===== src/rtl/i2c_pkg.sv =====
`default_nettype none
// ============================================================================
//  Module   : i2c_pkg
//  Purpose  : Shared widths and FSM encoding for the I2C write path
//             (write master and receive slave).
//  Revision : 1.0  initial release
// ============================================================================
package i2c_pkg;

  localparam int ID_BITS    = 7;
  localparam int DATA_BITS  = 8;
  localparam int FRAME_BITS = ID_BITS + DATA_BITS;  // 15
  localparam int CNT_W      = 4;                    // counts 0..15

  typedef enum logic [1:0] {
    IDLE      = 2'd0,
    ADDR      = 2'd1,
    DATA      = 2'd2,
    WAIT_STOP = 2'd3
  } i2c_state_e;

endpackage
`default_nettype wire


===== src/rtl/i2c_bus_sync.sv =====
`default_nettype none
// ============================================================================
//  Module   : i2c_bus_sync
//  Purpose  : Synchronises SCL/SDA into the clk domain and produces
//             registered one-cycle START / STOP / SCL-rise / SCL-fall pulses.
//             The sampled SDA is delayed to stay aligned with the pulses.
//             SYNC_STAGES must lie in 2..4.
//  Revision : 1.0  initial release
// ============================================================================
module i2c_bus_sync #(
  parameter int SYNC_STAGES = 2
) (
  input  logic clk,
  input  logic rst_n,     // asynchronous, active-high
  input  logic scl_i,
  input  logic sda_i,
  output logic start_o,
  output logic stop_o,
  output logic rise_o,
  output logic fall_o,
  output logic sda_o      // sampled SDA, aligned with the event pulses
);

  logic [SYNC_STAGES-1:0] scl_sync_q;
  logic [SYNC_STAGES-1:0] sda_sync_q;
  logic scl_q, sda_q;
  logic start_q, stop_q, rise_q, fall_q;

  logic scl_s, sda_s;
  logic start_d, stop_d, rise_d, fall_d;

  assign scl_s = scl_sync_q[SYNC_STAGES-1];
  assign sda_s = sda_sync_q[SYNC_STAGES-1];

  // Bus conditions; START/STOP mask SCL edges in the same cycle
  always_comb begin
    start_d = sda_q & ~sda_s & scl_s;
    stop_d  = ~sda_q & sda_s & scl_s;
    rise_d  = ~scl_q & scl_s & ~start_d & ~stop_d;
    fall_d  = scl_q & ~scl_s & ~start_d & ~stop_d;
  end

  // Synchroniser chains (idle bus = 1), edge registers and event pulses
  always_ff @(posedge clk or posedge rst_n) begin
    if (rst_n) begin
      scl_sync_q <= '1;
      sda_sync_q <= '1;
      scl_q      <= 1'b1;
      sda_q      <= 1'b1;
      start_q    <= 1'b0;
      stop_q     <= 1'b0;
      rise_q     <= 1'b0;
      fall_q     <= 1'b0;
    end else begin
      scl_sync_q <= {scl_sync_q[SYNC_STAGES-2:0], scl_i};
      sda_sync_q <= {sda_sync_q[SYNC_STAGES-2:0], sda_i};
      scl_q      <= scl_s;
      sda_q      <= sda_s;
      start_q    <= start_d;
      stop_q     <= stop_d;
      rise_q     <= rise_d;
      fall_q     <= fall_d;
    end
  end

  assign start_o = start_q;
  assign stop_o  = stop_q;
  assign rise_o  = rise_q;
  assign fall_o  = fall_q;
  assign sda_o   = sda_q;

endmodule
`default_nettype wire


===== src/rtl/i2c_slave_rx.sv =====
`default_nettype none
// ============================================================================
//  Module   : i2c_slave_rx
//  Purpose  : Receives one I2C write frame (7-bit id + 8-bit data, LSB first,
//             no R/W bit) and strobes valid when the id equals DEV_ID.
//             Optional macro I2C_SLAVE_RX_ACK_EN adds ACK slots after the id
//             and the data byte, driven through the sda_oe output.
//  Revision : 1.0  initial release
// ============================================================================
module i2c_slave_rx
  import i2c_pkg::*;
#(
  parameter logic [ID_BITS-1:0] DEV_ID      = 7'h2A,
  parameter int                 SYNC_STAGES = 2
) (
  input  logic                 clk,
  input  logic                 rst_n,      // asynchronous, active-high
  input  logic                 scl,
  input  logic                 sda,
  output logic [ID_BITS-1:0]   id_out,
  output logic [DATA_BITS-1:0] data_out,
  output logic                 valid,
  output logic                 frame_err,
  output logic                 busy
`ifdef I2C_SLAVE_RX_ACK_EN
  ,
  output logic                 sda_oe
`endif
);

  localparam logic [CNT_W-1:0] LAST_ID_BIT = CNT_W'(ID_BITS - 1);
  localparam logic [CNT_W-1:0] LAST_BIT    = CNT_W'(FRAME_BITS - 1);
  localparam logic [CNT_W-1:0] CNT_MAX     = CNT_W'(FRAME_BITS);

  logic ev_start, ev_stop, ev_rise, ev_fall, sda_smp;

  i2c_bus_sync #(
    .SYNC_STAGES(SYNC_STAGES)
  ) u_sync (
    .clk    (clk),
    .rst_n  (rst_n),
    .scl_i  (scl),
    .sda_i  (sda),
    .start_o(ev_start),
    .stop_o (ev_stop),
    .rise_o (ev_rise),
    .fall_o (ev_fall),
    .sda_o  (sda_smp)
  );

  i2c_state_e             state_q, state_d;
  logic [CNT_W-1:0]       cnt_q, cnt_d;
  logic [FRAME_BITS-1:0]  shift_q, shift_d;
  logic                   bit_q, bit_d;        // SDA sampled at the last RISE
  logic                   seen_q, seen_d;      // a RISE is waiting for its FALL
  logic [ID_BITS-1:0]     id_q, id_d;
  logic [DATA_BITS-1:0]   data_q, data_d;
  logic                   valid_q, valid_d;
  logic                   err_q, err_d;
  logic [FRAME_BITS-1:0]  shift_nx;
`ifdef I2C_SLAVE_RX_ACK_EN
  logic                   ack_q, ack_d;        // next slot is an ACK slot
  logic                   oe_q, oe_d;
`endif

  assign shift_nx = {bit_q, shift_q[FRAME_BITS-1:1]};

  // Frame FSM: SDA is sampled on RISE but a bit is only committed on the
  // following FALL, so the SCL rise that precedes STOP or a repeated START
  // is never counted as a bit.
  always_comb begin
    state_d = state_q;
    cnt_d   = cnt_q;
    shift_d = shift_q;
    bit_d   = bit_q;
    seen_d  = seen_q;
    id_d    = id_q;
    data_d  = data_q;
    valid_d = 1'b0;
    err_d   = 1'b0;
`ifdef I2C_SLAVE_RX_ACK_EN
    ack_d   = ack_q;
    oe_d    = oe_q;
`endif

    if (ev_rise) begin
      bit_d  = sda_smp;
      seen_d = 1'b1;
    end

    case (state_q)
      IDLE: begin
        if (ev_start) begin
          state_d = ADDR;
          cnt_d   = '0;
          seen_d  = 1'b0;
        end
      end

      default: begin
        if (ev_start) begin
          // repeated start: discard the partial frame and restart
          err_d   = 1'b1;
          state_d = ADDR;
          cnt_d   = '0;
          seen_d  = 1'b0;
`ifdef I2C_SLAVE_RX_ACK_EN
          ack_d   = 1'b0;
          oe_d    = 1'b0;
`endif
        end else if (ev_stop) begin
          state_d = IDLE;
          seen_d  = 1'b0;
`ifdef I2C_SLAVE_RX_ACK_EN
          ack_d   = 1'b0;
          oe_d    = 1'b0;
`endif
          if (state_q == WAIT_STOP) begin
            if (shift_q[ID_BITS-1:0] == DEV_ID) begin
              valid_d = 1'b1;
              id_d    = shift_q[ID_BITS-1:0];
              data_d  = shift_q[FRAME_BITS-1:ID_BITS];
            end
          end else begin
            err_d = 1'b1;                          // short frame
          end
        end else if (ev_fall && seen_q) begin
          seen_d = 1'b0;
          if (state_q == WAIT_STOP) begin
            err_d   = 1'b1;                        // extra bit
            state_d = IDLE;
`ifdef I2C_SLAVE_RX_ACK_EN
          end else if (ack_q) begin
            // end of an ACK slot: release SDA, never shift the slot in
            ack_d = 1'b0;
            oe_d  = 1'b0;
            if (state_q == ADDR) begin
              state_d = (shift_q[FRAME_BITS-1:DATA_BITS] == DEV_ID) ? DATA : IDLE;
            end else begin
              state_d = WAIT_STOP;
            end
`endif
          end else begin
            shift_d = shift_nx;
            if (cnt_q != CNT_MAX) begin
              cnt_d = cnt_q + 1'b1;
            end
            if (cnt_q == LAST_ID_BIT) begin
`ifdef I2C_SLAVE_RX_ACK_EN
              ack_d = 1'b1;
              oe_d  = (shift_nx[FRAME_BITS-1:DATA_BITS] == DEV_ID);
`else
              state_d = DATA;
`endif
            end else if (cnt_q == LAST_BIT) begin
`ifdef I2C_SLAVE_RX_ACK_EN
              ack_d = 1'b1;
              oe_d  = 1'b1;
`else
              state_d = WAIT_STOP;
`endif
            end
          end
        end
      end
    endcase
  end

  // State and output registers
  always_ff @(posedge clk or posedge rst_n) begin
    if (rst_n) begin
      state_q <= IDLE;
      cnt_q   <= '0;
      shift_q <= '0;
      bit_q   <= 1'b0;
      seen_q  <= 1'b0;
      id_q    <= '0;
      data_q  <= '0;
      valid_q <= 1'b0;
      err_q   <= 1'b0;
`ifdef I2C_SLAVE_RX_ACK_EN
      ack_q   <= 1'b0;
      oe_q    <= 1'b0;
`endif
    end else begin
      state_q <= state_d;
      cnt_q   <= cnt_d;
      shift_q <= shift_d;
      bit_q   <= bit_d;
      seen_q  <= seen_d;
      id_q    <= id_d;
      data_q  <= data_d;
      valid_q <= valid_d;
      err_q   <= err_d;
`ifdef I2C_SLAVE_RX_ACK_EN
      ack_q   <= ack_d;
      oe_q    <= oe_d;
`endif
    end
  end

  assign id_out    = id_q;
  assign data_out  = data_q;
  assign valid     = valid_q;
  assign frame_err = err_q;
  assign busy      = (state_q != IDLE);
`ifdef I2C_SLAVE_RX_ACK_EN
  assign sda_oe    = oe_q;
`endif

endmodule
`default_nettype wire


===== config.mk =====
export PLATFORM = sky130hd
export DESIGN_NAME = i2c_slave_rx
export DESIGN_NICKNAME = d
export VERILOG_FILES = /design/src/rtl/i2c_pkg.sv /design/src/rtl/i2c_bus_sync.sv /design/src/rtl/i2c_slave_rx.sv
export SDC_FILE = /design/constraint.sdc
export NUM_CORES = 1
export LEC_CHECK = 0
export CELL_PAD_IN_SITES_DETAIL_PLACEMENT = 1
export CELL_PAD_IN_SITES_GLOBAL_PLACEMENT = 1
export CORE_MARGIN = 8
export CORE_UTILIZATION = 35
export CTS_CLUSTER_DIAMETER = 80
export CTS_CLUSTER_SIZE = 40
export DETAILED_ROUTE_END_ITERATION = 16
export GPL_TIMING_DRIVEN = 0
export PLACE_DENSITY_LB_ADDON = 0.1
export SYNTH_ARGS = -nofsm -noshare
export SYNTH_HDL_FRONTEND = slang
export SYNTH_SLANG_ARGS = --single-unit
export TNS_END_PERCENT = 5

===== constraint.sdc =====
create_clock -name clk -period 1.9 [get_ports clk]
set_input_delay 0.38 -clock clk [delete_from_list [all_inputs] [get_ports clk]]
set_output_delay 0.38 -clock clk [all_outputs]
set_load 0.005 [all_outputs]

# Word-level counts from Yosys, hierarchy flattened

Index checks and enable logic that the tools add are counted.
Widths: inputs -> output; s select.

Bitwise gates (word level): 20
Mux-type cells: 32
Equality and inequality tests: 8
Reductions and logical operators: 11
Add/sub/neg operators: 1

Operators with widths:

| operator            | count |
|---|---|
| $mux 4              | 7 |
| $mux 1              | 17 |
| $mux 2              | 8 |
| $reduce_and 5->1    | 3 |
| $and 1x1->1         | 10 |
| $not 1->1           | 10 |
| $eq 7x6->1 const B  | 1 |
| $ne 2x1->1 const B  | 3 |
| $reduce_bool 2->1   | 3 |
| $reduce_bool 5->1   | 1 |
| $add 4x1->4 const B | 1 |
| $eq 4x3->1 const B  | 1 |
| $eq 4x4->1 const B  | 1 |
| $ne 4x4->1 const B  | 1 |
| $reduce_and 3->1    | 1 |
| $reduce_bool 3->1   | 1 |
| $eq 2x2->1 const B  | 1 |
| $logic_not 2->1     | 1 |
| $logic_and 1x1->1   | 1 |

Register bits: 50

# Depth between registers and ports, before layout

Word-level depth: 8
Depth in mapped cells: 7
Depth with buffers taken out: 5

# Modules after synthesis

Synthesis repeated with hierarchy kept, for this count alone.

Cells, all modules: 141
Area, all modules: 2031.9 µm²

By module, submodules not included:

| module       | area an instance (µm²) | seq. area each (µm²) | cells each | instances |
|---|---|---|---|---|
| i2c_slave_rx | 1722.9                 | 1001.0               | 125        | 1 |
| i2c_bus_sync | 309.0                  | 257.7                | 16         | 1 |

# Least setup slack after synthesis

No wires, ideal clock.

Path type: reg-to-reg
Start: reg state_q[0]
End: reg cnt_q[0]
Setup slack: 0.264 ns
Clock period less this slack: 1.636 ns
Data arrival time: 1.512 ns
Cell stages (with the launch flop): 5
Data required time: 1.775 ns
Library setup time: 0.125 ns
Path through: dfrtp_1 -> ha_1 -> nand4bb_1 -> a311oi_1 -> mux2_2

Word-level cells in the longest chain between the ends: 3

Ends and longest elaborated chain:

| item                                          | line                                    | source |
|---|---|---|
| start: declaration                            | i2c_slave_rx.sv:51                      | `i2c_state_e state_q, state_d;` |
| start signal: assignment                      | i2c_slave_rx.sv:186                     | `state_q <= state_d;` |
| $eq 2x2->1 or $logic_not 2->1 (tied branches) | i2c_slave_rx.sv:129, i2c_slave_rx.sv:91 |  |
| $ne 2x1->1 (no line)                          | --                                      |  |
| $reduce_and 5->1 (no line)                    | --                                      |  |
| end signal: assignment                        | i2c_slave_rx.sv:187                     | `cnt_q <= cnt_d;` |
| end: declaration                              | i2c_slave_rx.sv:52                      | `logic [CNT_W-1:0] cnt_q, cnt_d;` |

Parallel ways exist; a longest one is shown, timed or not.
A chain may end at the register's enable or synchronous reset.

# Worst setup path after layout

Start: reg state_q[0]
End: reg cnt_q[1]

Same word-level chain as after synthesis.

==> flow_summary.json <==
{
  "cts.path.max_buffers": 2,
  "ys.flop_type": "dfrtp_1",
  "holdBufCountCts": 0,
  "first_pass_iters": 4,
  "cts_inserted_buffers": 5,
  "cp.arrival_ps": 2000,
  "period_needed_ps": 1820,
  "avgSynthCellArea_um2": 14.7,
  "final_area_um2": 2500,
  "diodes": 0,
  "synth_fp_nets": 146,
  "whs_ps": 331,
  "overflow": 0,
  "cp_slowest_cell": "dfrtp_1",
  "grt.total_usage_pct": 9.73,
  "avgRoutedWirePerCell_um": 15.4,
  "synth_cells": 138,
  "rsz0062_at_grt": "true",
  "clock-root-buffer": "clkbuf_8",
  "setup_ws_ps": 79.0,
  "critPathLaunchType": "register",
  "drt-total-wl_um": 3730,
  "hp-class": "in2async",
  "detail-route-antenna-nets": 0,
  "max_slew_margin_pct": 67.9,
  "critPathMaxFanout": 7,
  "postPlaceCellArea_um2": 2340,
  "worst_pin_slew_ps": 477,
  "synth_edf_count": 0,
  "finalClockSkew_ps": 2.14,
  "worstPathCellList": "buf_4, ha_2, nand4bb_4, a311oi_4, mux2_2",
  "final_nets": 177,
  "tns_ps": 0,
  "dp_hpwl_um": 2590,
  "syn_area_um2": 2020,
  "clkTransAtPathRegs_ps": 90,
  "grt_pass1_vias": 1294,
  "finalSetupViolCount": 0,
  "drt_iter0_drc": 29,
  "die_area_um2": 8460,
  "die_h_um": 92.0,
  "hold_viol_final": 0,
  "path_class": "reg2reg",
  "gp_congestion": 0.703,
  "cts_tree": "yes",
  "avgViaCountPerCell": 4.89,
  "fill_cells": 586,
  "rows": 27,
  "area_delta_synth_final_pct": 23.7,
  "htreeDepth": 2,
  "p_leak_nw": 1.17,
  "finalCritPeriodShare_pct": 95.8,
  "crit_required_ps": 2080,
  "clk_latency_ps": 290,
  "drc": 0,
  "maxSlewViolCount": 0,
  "fin_util_pct": 45.1,
  "grt_pass1_wl_um": 6560,
  "die_w_um": 92.0,
  "r2r_cells": 5,
  "ir_worst_vdd_uv": 398,
  "fmax_ghz": 0.549,
  "yosys.cell_types.count": 34,
  "dp_slack_ps": 27.9,
  "vias": 1183,
  "status": "complete, no violations",
  "antenna_found_initial": 0,
  "synthArstFlopShare_pct": 100,
  "grt_max_degree": 41,
  "coreArea_um2": 5540,
  "cap_violations": 0,
  "multi_input_comb_area_um2": 734,
  "endpoint_kind": "register",
  "synth.ff_latch_count": 50,
  "clock-sinks": 50,
  "ys_warn_count": 0,
  "portBuffers": 21,
  "seqCellArea_um2": 1260,
  "layout-drive-gt1-share_pct": 33.5,
  "slowest_delay_ps": 380,
  "num_io_pins": 22,
  "initial_core_util_pct": 36.5,
  "power-per-cell-area_nw_per_um2": 961,
  "ys_seq_area_share_pct": 62.3
}
-- flip-flops by register name, summed over array words and instances (netlist names) --
name / cells
data_out: 8
shift_q: 15
u_sync.scl_sync_q: 2
state_q: 2
seen_q: 1
u_sync.sda_o: 1
frame_err: 1
u_sync.fall_o: 1
u_sync.sda_sync_q: 2
u_sync.rise_o: 1
u_sync.start_o: 1
valid: 1
bit_q: 1
cnt_q: 4
u_sync.scl_q: 1
id_out: 7
u_sync.stop_o: 1
-- kinds of logic after synthesis --
kind of cell	after synthesis	synth area share, %
adder cells (fa/ha/maj)	4	2.48
flip-flops	50	62.3
multiplexers	29	16.4
XOR/XNOR	1	0.433
AND/OR/NAND/NOR	34	12.1
buffers and inverters	11	3.22
AO/OA/AOI/OAI	9	3.16
-- layer usage --
metal,vias up,wire [um],global-route usage (%)
met4,0,37,3.62
met1,610,1740,12.5
met5,-,0,0
met3,4,168,3.42
met2,21,1780,14.8
li1,548,-,-
-- layout by cell type, fill, tap and decap left out, types with 3 or more instances in the layout --
cell,synthesis,final
clkdlybuf4s50_1,0,20
inv_1,7,5
nand2b_1,3,3
nor2_1,6,6
dfrtp_1,44,44
dfstp_2,6,6
ha_1,4,3
a21oi_1,3,3
mux2_2,25,25
buf_6,3,3
buf_4,0,3
and2_1,4,4
clkbuf_8,0,5
-- final timing paths --
path	startpoint	end	slack (ps)
worst max-delay path	state_q[0]	cnt_q[1]	80
worst min-delay path	rst_n	cnt_q[2]	330
worst max register to register	state_q[0]	cnt_q[1]	80
worst min register to register	u_sync.scl_sync_q[0]	u_sync.scl_sync_q[1]	360
max in group asynchronous	rst_n	u_sync.scl_q	1040
min in group clk	u_sync.scl_sync_q[0]	u_sync.scl_sync_q[1]	360
-- what timing repair did --
action | 4_1_cts | 5_1_grt
endpoints found under the setup margin | 2 | 2
resized for setup | 4 | 3
buffers inserted | 2 | 0
pin swaps | 1 | 1
-- critical path, delay by kind of cell, from the launching register on --
kind | cells | cell delay (ps)
AO/OA/AOI/OAI | 1 | 350
adder cells (fa/ha/maj) | 1 | 220
AND/OR/NAND/NOR | 1 | 250
buffers and inverters | 1 | 130
multiplexers | 1 | 380
flip-flops | 1 | 380
-- through the flow --
stage	total power, W	cells
2_1_floorplan	0.00151	138
3_3_place_gp	0.00162	231
3_5_place_dp	0.00165	232
4_1_cts	0.00243	242
5_1_grt	0.00256	242
6_report	0.00240	242
-- synthesized netlist by cell type (3+ instances only) --
library cell	instances	area (um2)
dfrtp_1	44	1100
mux2_2	25	282
inv_1	7	26.3
dfstp_2	6	158
nor2_1	6	22.5
and2_1	4	25.0
ha_1	4	50.1
a21oi_1	3	15.0
buf_6	3	33.8
nand2b_1	3	18.8
-- area by class of cell --
type	count	area share, %
buffer	4	1.65
clock buffer	7	3.05
clock inverter	1	1.20
inverter	7	1.05
multi-input combinational	77	29.4
sequential	50	50.3
tap	72	3.60
timing repair buffer	24	9.75
-- power breakdown --
group | total [W] | internal (W) | switching, W
clock network | 0.000721 | 0.000394 | 0.000327
registers | 0.00123 | 0.00116 | 0.0000705
logic | 0.000453 | 0.000230 | 0.000223
No activity file was read; power rests on OpenSTA's default activity.
